==> config.mk <==
export PLATFORM = sky130hd
export DESIGN_NAME = tpsram_verify_reader
export DESIGN_NICKNAME = d
export VERILOG_FILES = /design/src/rtl/tpsram_verify_reader.sv
export SDC_FILE = /design/constraint.sdc
export NUM_CORES = 1
export LEC_CHECK = 0
export ABC_CLOCK_PERIOD_IN_PS = 2700
export CAP_MARGIN = 20
export CORE_UTILIZATION = 35
export DETAILED_ROUTE_END_ITERATION = 12
export GPL_TIMING_DRIVEN = 0
export PLACE_DENSITY = 0.57
export SYNTH_ARGS = -nofsm -noshare
export SYNTH_HDL_FRONTEND = slang
export SYNTH_SLANG_ARGS = --single-unit
export TNS_END_PERCENT = 20
==> constraint.sdc <==
create_clock -name CLK -period 2.7 [get_ports CLK]
set_input_delay 0.675 -clock CLK [delete_from_list [all_inputs] [get_ports CLK]]
set_output_delay 0.675 -clock CLK [all_outputs]
set_load 0.1 [all_outputs]
==> src/rtl/tpsram_verify_reader.sv <==
`default_nettype none
// ============================================================================
// Module   : tpsram_verify_reader
// Purpose  : Reads DEPTH words from a TPSRAM and checks each word against an
//            address+SEED pattern, reporting pass/fail and the error count.
// Revision : 1.0 - initial release
// ============================================================================
module tpsram_verify_reader #(
    parameter int DEPTH  = 64,
    parameter int ADDR_W = 6,
    parameter int DATA_W = 8,
    parameter int RD_LAT = 1,
    parameter int SEED   = 8'hA5
) (
    input  logic              CLK,
    input  logic              RESET,
    input  logic              i_start,
    input  logic [DATA_W-1:0] i_TPSRAM_RD_sv,
    output logic [ADDR_W-1:0] o_TPSRAM_RADDR_sv,
    output logic              o_TPSRAM_REN,
    output logic              o_busy,
    output logic              o_done,
    output logic              o_pass,
    output logic [ADDR_W-1:0] o_fail_addr,
    output logic [ADDR_W:0]   o_err_count,
    output logic              o_restart_req
);

    typedef enum logic [1:0] {
        IDLE  = 2'd0,
        READ  = 2'd1,
        DRAIN = 2'd2,
        DONE  = 2'd3
    } state_t;

    localparam logic [ADDR_W-1:0] c_last_addr  = ADDR_W'(DEPTH - 1);
    localparam logic [1:0]        c_drain_last = 2'(RD_LAT - 1);
    localparam logic [DATA_W-1:0] c_seed       = DATA_W'(SEED);

    state_t              state_q, state_d;
    logic [ADDR_W-1:0]   addr_q, addr_d;
    logic [1:0]          drain_cnt_q, drain_cnt_d;
    logic [RD_LAT-1:0]   vld_pipe_q, vld_pipe_d;
    logic [ADDR_W-1:0]   addr_pipe_q [RD_LAT];
    logic [ADDR_W-1:0]   addr_pipe_d [RD_LAT];
    logic [ADDR_W:0]     err_cnt_q, err_cnt_d;
    logic [ADDR_W-1:0]   fail_addr_q, fail_addr_d;
    logic                first_fail_q, first_fail_d;
    logic                pass_q, pass_d;
    logic                done_q, done_d;
    logic                restart_q, restart_d;

    logic                cmp_vld;
    logic [ADDR_W-1:0]   cmp_addr;
    logic [DATA_W-1:0]   cmp_expected;
    logic                mismatch;

    // The compare address travels with the read through the delay line, so
    // returned data is always judged against the address that produced it.
    assign cmp_vld      = vld_pipe_q[RD_LAT-1];
    assign cmp_addr     = addr_pipe_q[RD_LAT-1];
    assign cmp_expected = DATA_W'(cmp_addr) + c_seed;
    assign mismatch     = cmp_vld && (i_TPSRAM_RD_sv != cmp_expected);

    always_comb begin
        vld_pipe_d     = vld_pipe_q;
        vld_pipe_d[0]  = (state_q == READ);
        addr_pipe_d[0] = addr_q;
        for (int i = 1; i < RD_LAT; i++) begin
            vld_pipe_d[i]  = vld_pipe_q[i-1];
            addr_pipe_d[i] = addr_pipe_q[i-1];
        end
    end

    always_comb begin
        state_d      = state_q;
        addr_d       = addr_q;
        drain_cnt_d  = drain_cnt_q;
        err_cnt_d    = err_cnt_q;
        fail_addr_d  = fail_addr_q;
        first_fail_d = first_fail_q;
        pass_d       = pass_q;
        done_d       = 1'b0;
        restart_d    = 1'b0;

        if (mismatch) begin
            err_cnt_d = err_cnt_q + (ADDR_W+1)'(1);
            if (!first_fail_q) begin
                first_fail_d = 1'b1;
                fail_addr_d  = cmp_addr;
            end
        end

        case (state_q)
            IDLE: begin
                if (i_start) begin
                    state_d      = READ;
                    addr_d       = '0;
                    err_cnt_d    = '0;
                    fail_addr_d  = '0;
                    first_fail_d = 1'b0;
                    pass_d       = 1'b0;
                end
            end
            READ: begin
                if (addr_q == c_last_addr) begin
                    state_d     = DRAIN;
                    drain_cnt_d = 2'd0;
                end else begin
                    addr_d = addr_q + ADDR_W'(1);
                end
            end
            DRAIN: begin
                // The final compare lands in the last drain cycle, so the
                // verdict uses the count including that compare.
                if (drain_cnt_q == c_drain_last) begin
                    state_d   = DONE;
                    done_d    = 1'b1;
                    pass_d    = (err_cnt_d == '0);
                    restart_d = (err_cnt_d != '0);
                end else begin
                    drain_cnt_d = drain_cnt_q + 2'd1;
                end
            end
            DONE: begin
                state_d = IDLE;
            end
            default: begin
                state_d = IDLE;
            end
        endcase
    end

    always_ff @(posedge CLK) begin
        if (RESET) begin
            state_q      <= IDLE;
            addr_q       <= '0;
            drain_cnt_q  <= 2'd0;
            vld_pipe_q   <= '0;
            for (int i = 0; i < RD_LAT; i++) begin
                addr_pipe_q[i] <= '0;
            end
            err_cnt_q    <= '0;
            fail_addr_q  <= '0;
            first_fail_q <= 1'b0;
            pass_q       <= 1'b0;
            done_q       <= 1'b0;
            restart_q    <= 1'b0;
        end else begin
            state_q      <= state_d;
            addr_q       <= addr_d;
            drain_cnt_q  <= drain_cnt_d;
            vld_pipe_q   <= vld_pipe_d;
            for (int i = 0; i < RD_LAT; i++) begin
                addr_pipe_q[i] <= addr_pipe_d[i];
            end
            err_cnt_q    <= err_cnt_d;
            fail_addr_q  <= fail_addr_d;
            first_fail_q <= first_fail_d;
            pass_q       <= pass_d;
            done_q       <= done_d;
            restart_q    <= restart_d;
        end
    end

    assign o_TPSRAM_RADDR_sv = addr_q;
    assign o_TPSRAM_REN      = (state_q == READ);
    assign o_busy            = (state_q == READ) || (state_q == DRAIN);
    assign o_done            = done_q;
    assign o_pass            = pass_q;
    assign o_fail_addr       = fail_addr_q;
    assign o_err_count       = err_cnt_q;
    assign o_restart_req     = restart_q;

endmodule
`default_nettype wire
==> results.ini <==
[outcome]
outcome = finished, final reports clean

[finish]
post_layout_nonfiller_instances = 314
drive_above_1_share_pct = 5.26
design.final.nets = 265
layout.cell_area.non_filler_um2 = 2250
insertedDiodeCount = 0
final_core_density_pct = 47.2
synthToLayoutAreaGrowth_pct = 29.6

[place]
place.gp.congestion = 0.807
placed_instance_area_um2 = 2160
number_of_placed_instances_taps_included = 306
place_hpwl_um = 2550
detailedPlace.worstSlack_ns = -0.0135
port-buffer-count = 34

[grt]
first_global_vias = 1376
grt_first_pass_wirelength_um = 6000
grt_max_degree = 11
grt_antenna_before_repair = 0
grt_overflow = 0
global_routing_usage_summed_across_all_routing_layers_pct = 14.8

[critical_path]
cp-start-kind = flip-flop
worst_r2r_startpoint = o_TPSRAM_RADDR_sv[0]$_SDFFE_PP0P_
criticalPathCategory = flip-flop to output port
cp.required_ns = 2.03
cp-endpoint = o_busy
ff2ff_path_depth = 7
critical_path_peak_fanout = 4
critical_path_at_ns = 1.94
r2r_end = o_TPSRAM_RADDR_sv[2]$_SDFFE_PP0P_
end_kind = output port
timing.reg2reg.setup_slack_ns = 0.60
cp-startpoint = state_q[0]$_SDFFE_PP0P_

[floorplan]
initial_core_util_pct = 36.4
dieHeight_um = 72.4
design.core.area_um2 = 4750
io-pin-count = 35
num_rows = 25
die_area_um2 = 5240
chipWidth_um = 72.4

[route]
first_pass_iters = 6
finalWirelength_um = 3520
detailedRoute.firstIterationViolations = 103
final_antenna_net_count = 0
vias_per_cell = 4.78
route.vias.total = 1502
route.detailed.drc = 0
wire_per_inst_um = 11.2

[synthesis]
synth_fp_nets = 224
synth_seq_cells = 34
synth-warning-count = 0
postSynthAreaPerCell_um2 = 8.45
synth_enable_flop_cells = 0
synth_async_sr_flop_share_pct = 0
synthDistinctLibCells = 42
ys.flop_type = dfxtp_1
synth-seq-area-share_pct = 39.3
syn_area_um2 = 1730
syn-instance-count = 205

[worst_hold_path]
timing.hold.worst.class = flip-flop to flip-flop
timing.hold.worst_path_depth = 2

[sta]
grt_setup_unrepaired = no
worst_slack_ns = 0.0823
totalNegativeSetupSlack_ns = 0
setup_viol = 0
finClkSkew_ns = 0.00232
timing_hold_violations_final = 0
final.period_utilization_pct = 97.0
slew_headroom_pct = 34.8
max_clock_freq_mhz = 382
min_cycle_time_layout_ns = 2.62
fin_worst_hold_slack_ns = 0.457
worst_slew_pin_slew_ns = 0.975
slew_viol_final = 0

[power]
fin_total_pwr_mw = 1.83
power_leakage_nw = 0.836
maximum_resistive_drop_on_vdd_uv = 883
power_density_nw_per_um2 = 814

[clocking]
cts.htree.levels = 2
postCtsHoldBufs = 0
cts.reportedPaths.clkPinSlew_ns = 0.07
clock_tree_sinks = 34
clock_insertion_delay_worst_skew_ns = 0.28
cell_chosen_for_the_clock_root = clkbuf_8
cts_buffer_depth = 2
cts_tree = yes
cts_bufs_inserted = 5

[job]
maxCapViolCount = 0

area by class of cell:
cell class | instances | area (um^2)
clock buffer | 7 | 86.3
timing repair buffer | 34 | 338
fill | 504 | 2510
clock inverter | 1 | 5.00
sequential | 34 | 681
inverter | 8 | 30.0
tap | 67 | 83.8
buffer | 5 | 23.8
multi-input combinational | 158 | 998
routing by layer:
layer  wire (um)  track usage (%)  vias to the layer above  part of all wire (%)
li1            -                -                      790                     -
met1        1740             18.3                      674                    49
met2        1560             24.0                       32                    44
met3         165             4.44                        6                   4.7
met4          56             6.10                        0                   1.6
met5           0                0                        -                     0
critical path: stages, from the launching register on:
cell           delay [ns]
dfxtp_1              0.35
inv_1                0.09
ha_1                 0.35
dlygate4sd2_1        0.87
worst min path at each step:
stage,startpoint,end,slack [ns]
final,o_fail_addr[4]$_SDFF_PP0_,o_fail_addr[4]$_SDFF_PP0_,0.46
after CTS,o_fail_addr[5]$_SDFF_PP0_,o_fail_addr[5]$_SDFF_PP0_,0.46
after detailed placement,o_fail_addr[2]$_SDFF_PP0_,o_fail_addr[2]$_SDFF_PP0_,0.45
after global routing,o_fail_addr[0]$_SDFF_PP0_,o_fail_addr[0]$_SDFF_PP0_,0.48
after floorplan,first_fail_q$_SDFF_PP0_,first_fail_q$_SDFF_PP0_,0.44
after global placement,o_fail_addr[1]$_SDFF_PP0_,o_fail_addr[1]$_SDFF_PP0_,0.45
state kept, by name, indices dropped and copies added (netlist names):
register,count
o_err_count,7
addr_pipe_q,6
o_TPSRAM_RADDR_sv,6
o_fail_addr,6
drain_cnt_q,2
state_q,2
cmp_vld,1
first_fail_q,1
o_done,1
o_pass,1
o_restart_req,1
cells by family after synthesis:
family,after synthesis,synth area share (%)
and+or+nand+nor,95,26.1
DFF,34,39.3
AOI/OAI and AO/OA,33,13.6
buffers and inverters,13,3.10
muxes,13,7.58
xor gates and xnor gates,9,4.55
adders and majority gates,8,5.78
timing repair:
| item | 4_1_cts | 5_1_grt |
|---|---|---|
| buffers inserted | 0 | 0 |
| setup endpoints to repair | 2 | 0 |
| gates resized for setup | 2 | 0 |
power by group:
group	total (mW)	switching (mW)	internal [mW]	leakage (nW)
Combinational	0.859	0.618	0.242	0.513
Sequential	0.580	0.0344	0.546	0.275
Clock	0.389	0.183	0.206	0.0482
Total	1.83	0.835	0.993	0.836
synthesized netlist by cell type, types with 2 or more instances:
master / n / area share, %
nand2_1: 30 / 6.5
nand3_1: 11 / 3.2
dfxtp_1: 34 / 39
and3_1: 2 / 0.72
o21ai_0: 5 / 1.4
o211ai_1: 3 / 1.3
nand2b_1: 3 / 1.1
a21oi_1: 8 / 2.3
ha_1: 8 / 5.8
nor3b_1: 3 / 1.3
inv_1: 8 / 1.7
mux2i_1: 12 / 6.9
clkbuf_1: 2 / 0.43
nor2b_1: 10 / 3.6
a21o_1: 3 / 1.3
a21boi_0: 2 / 0.87
o21ai_1: 2 / 0.58
xnor2_1: 8 / 4.0
nor3_1: 4 / 1.2
nor2_1: 25 / 5.4
layout by cell type, fill, tap and decap left out, drive strengths merged, types with 2 or more instances in the layout:
cell type	instances
a21oi	8
a31oi	2
nor2	25
a21o	3
mux2i	12
o21ai	7
nor3	4
nor3b	3
nor2b	10
ha	8
and3	2
nand2	30
dfxtp	34
a21boi	2
clkdlybuf4s50	32
o211ai	3
nand2b	3
xnor2	8
inv	8
dlygate4sd2	2
nand3	11
buf	3
clkbuf	9
Power figures use the tool's default switching activity.
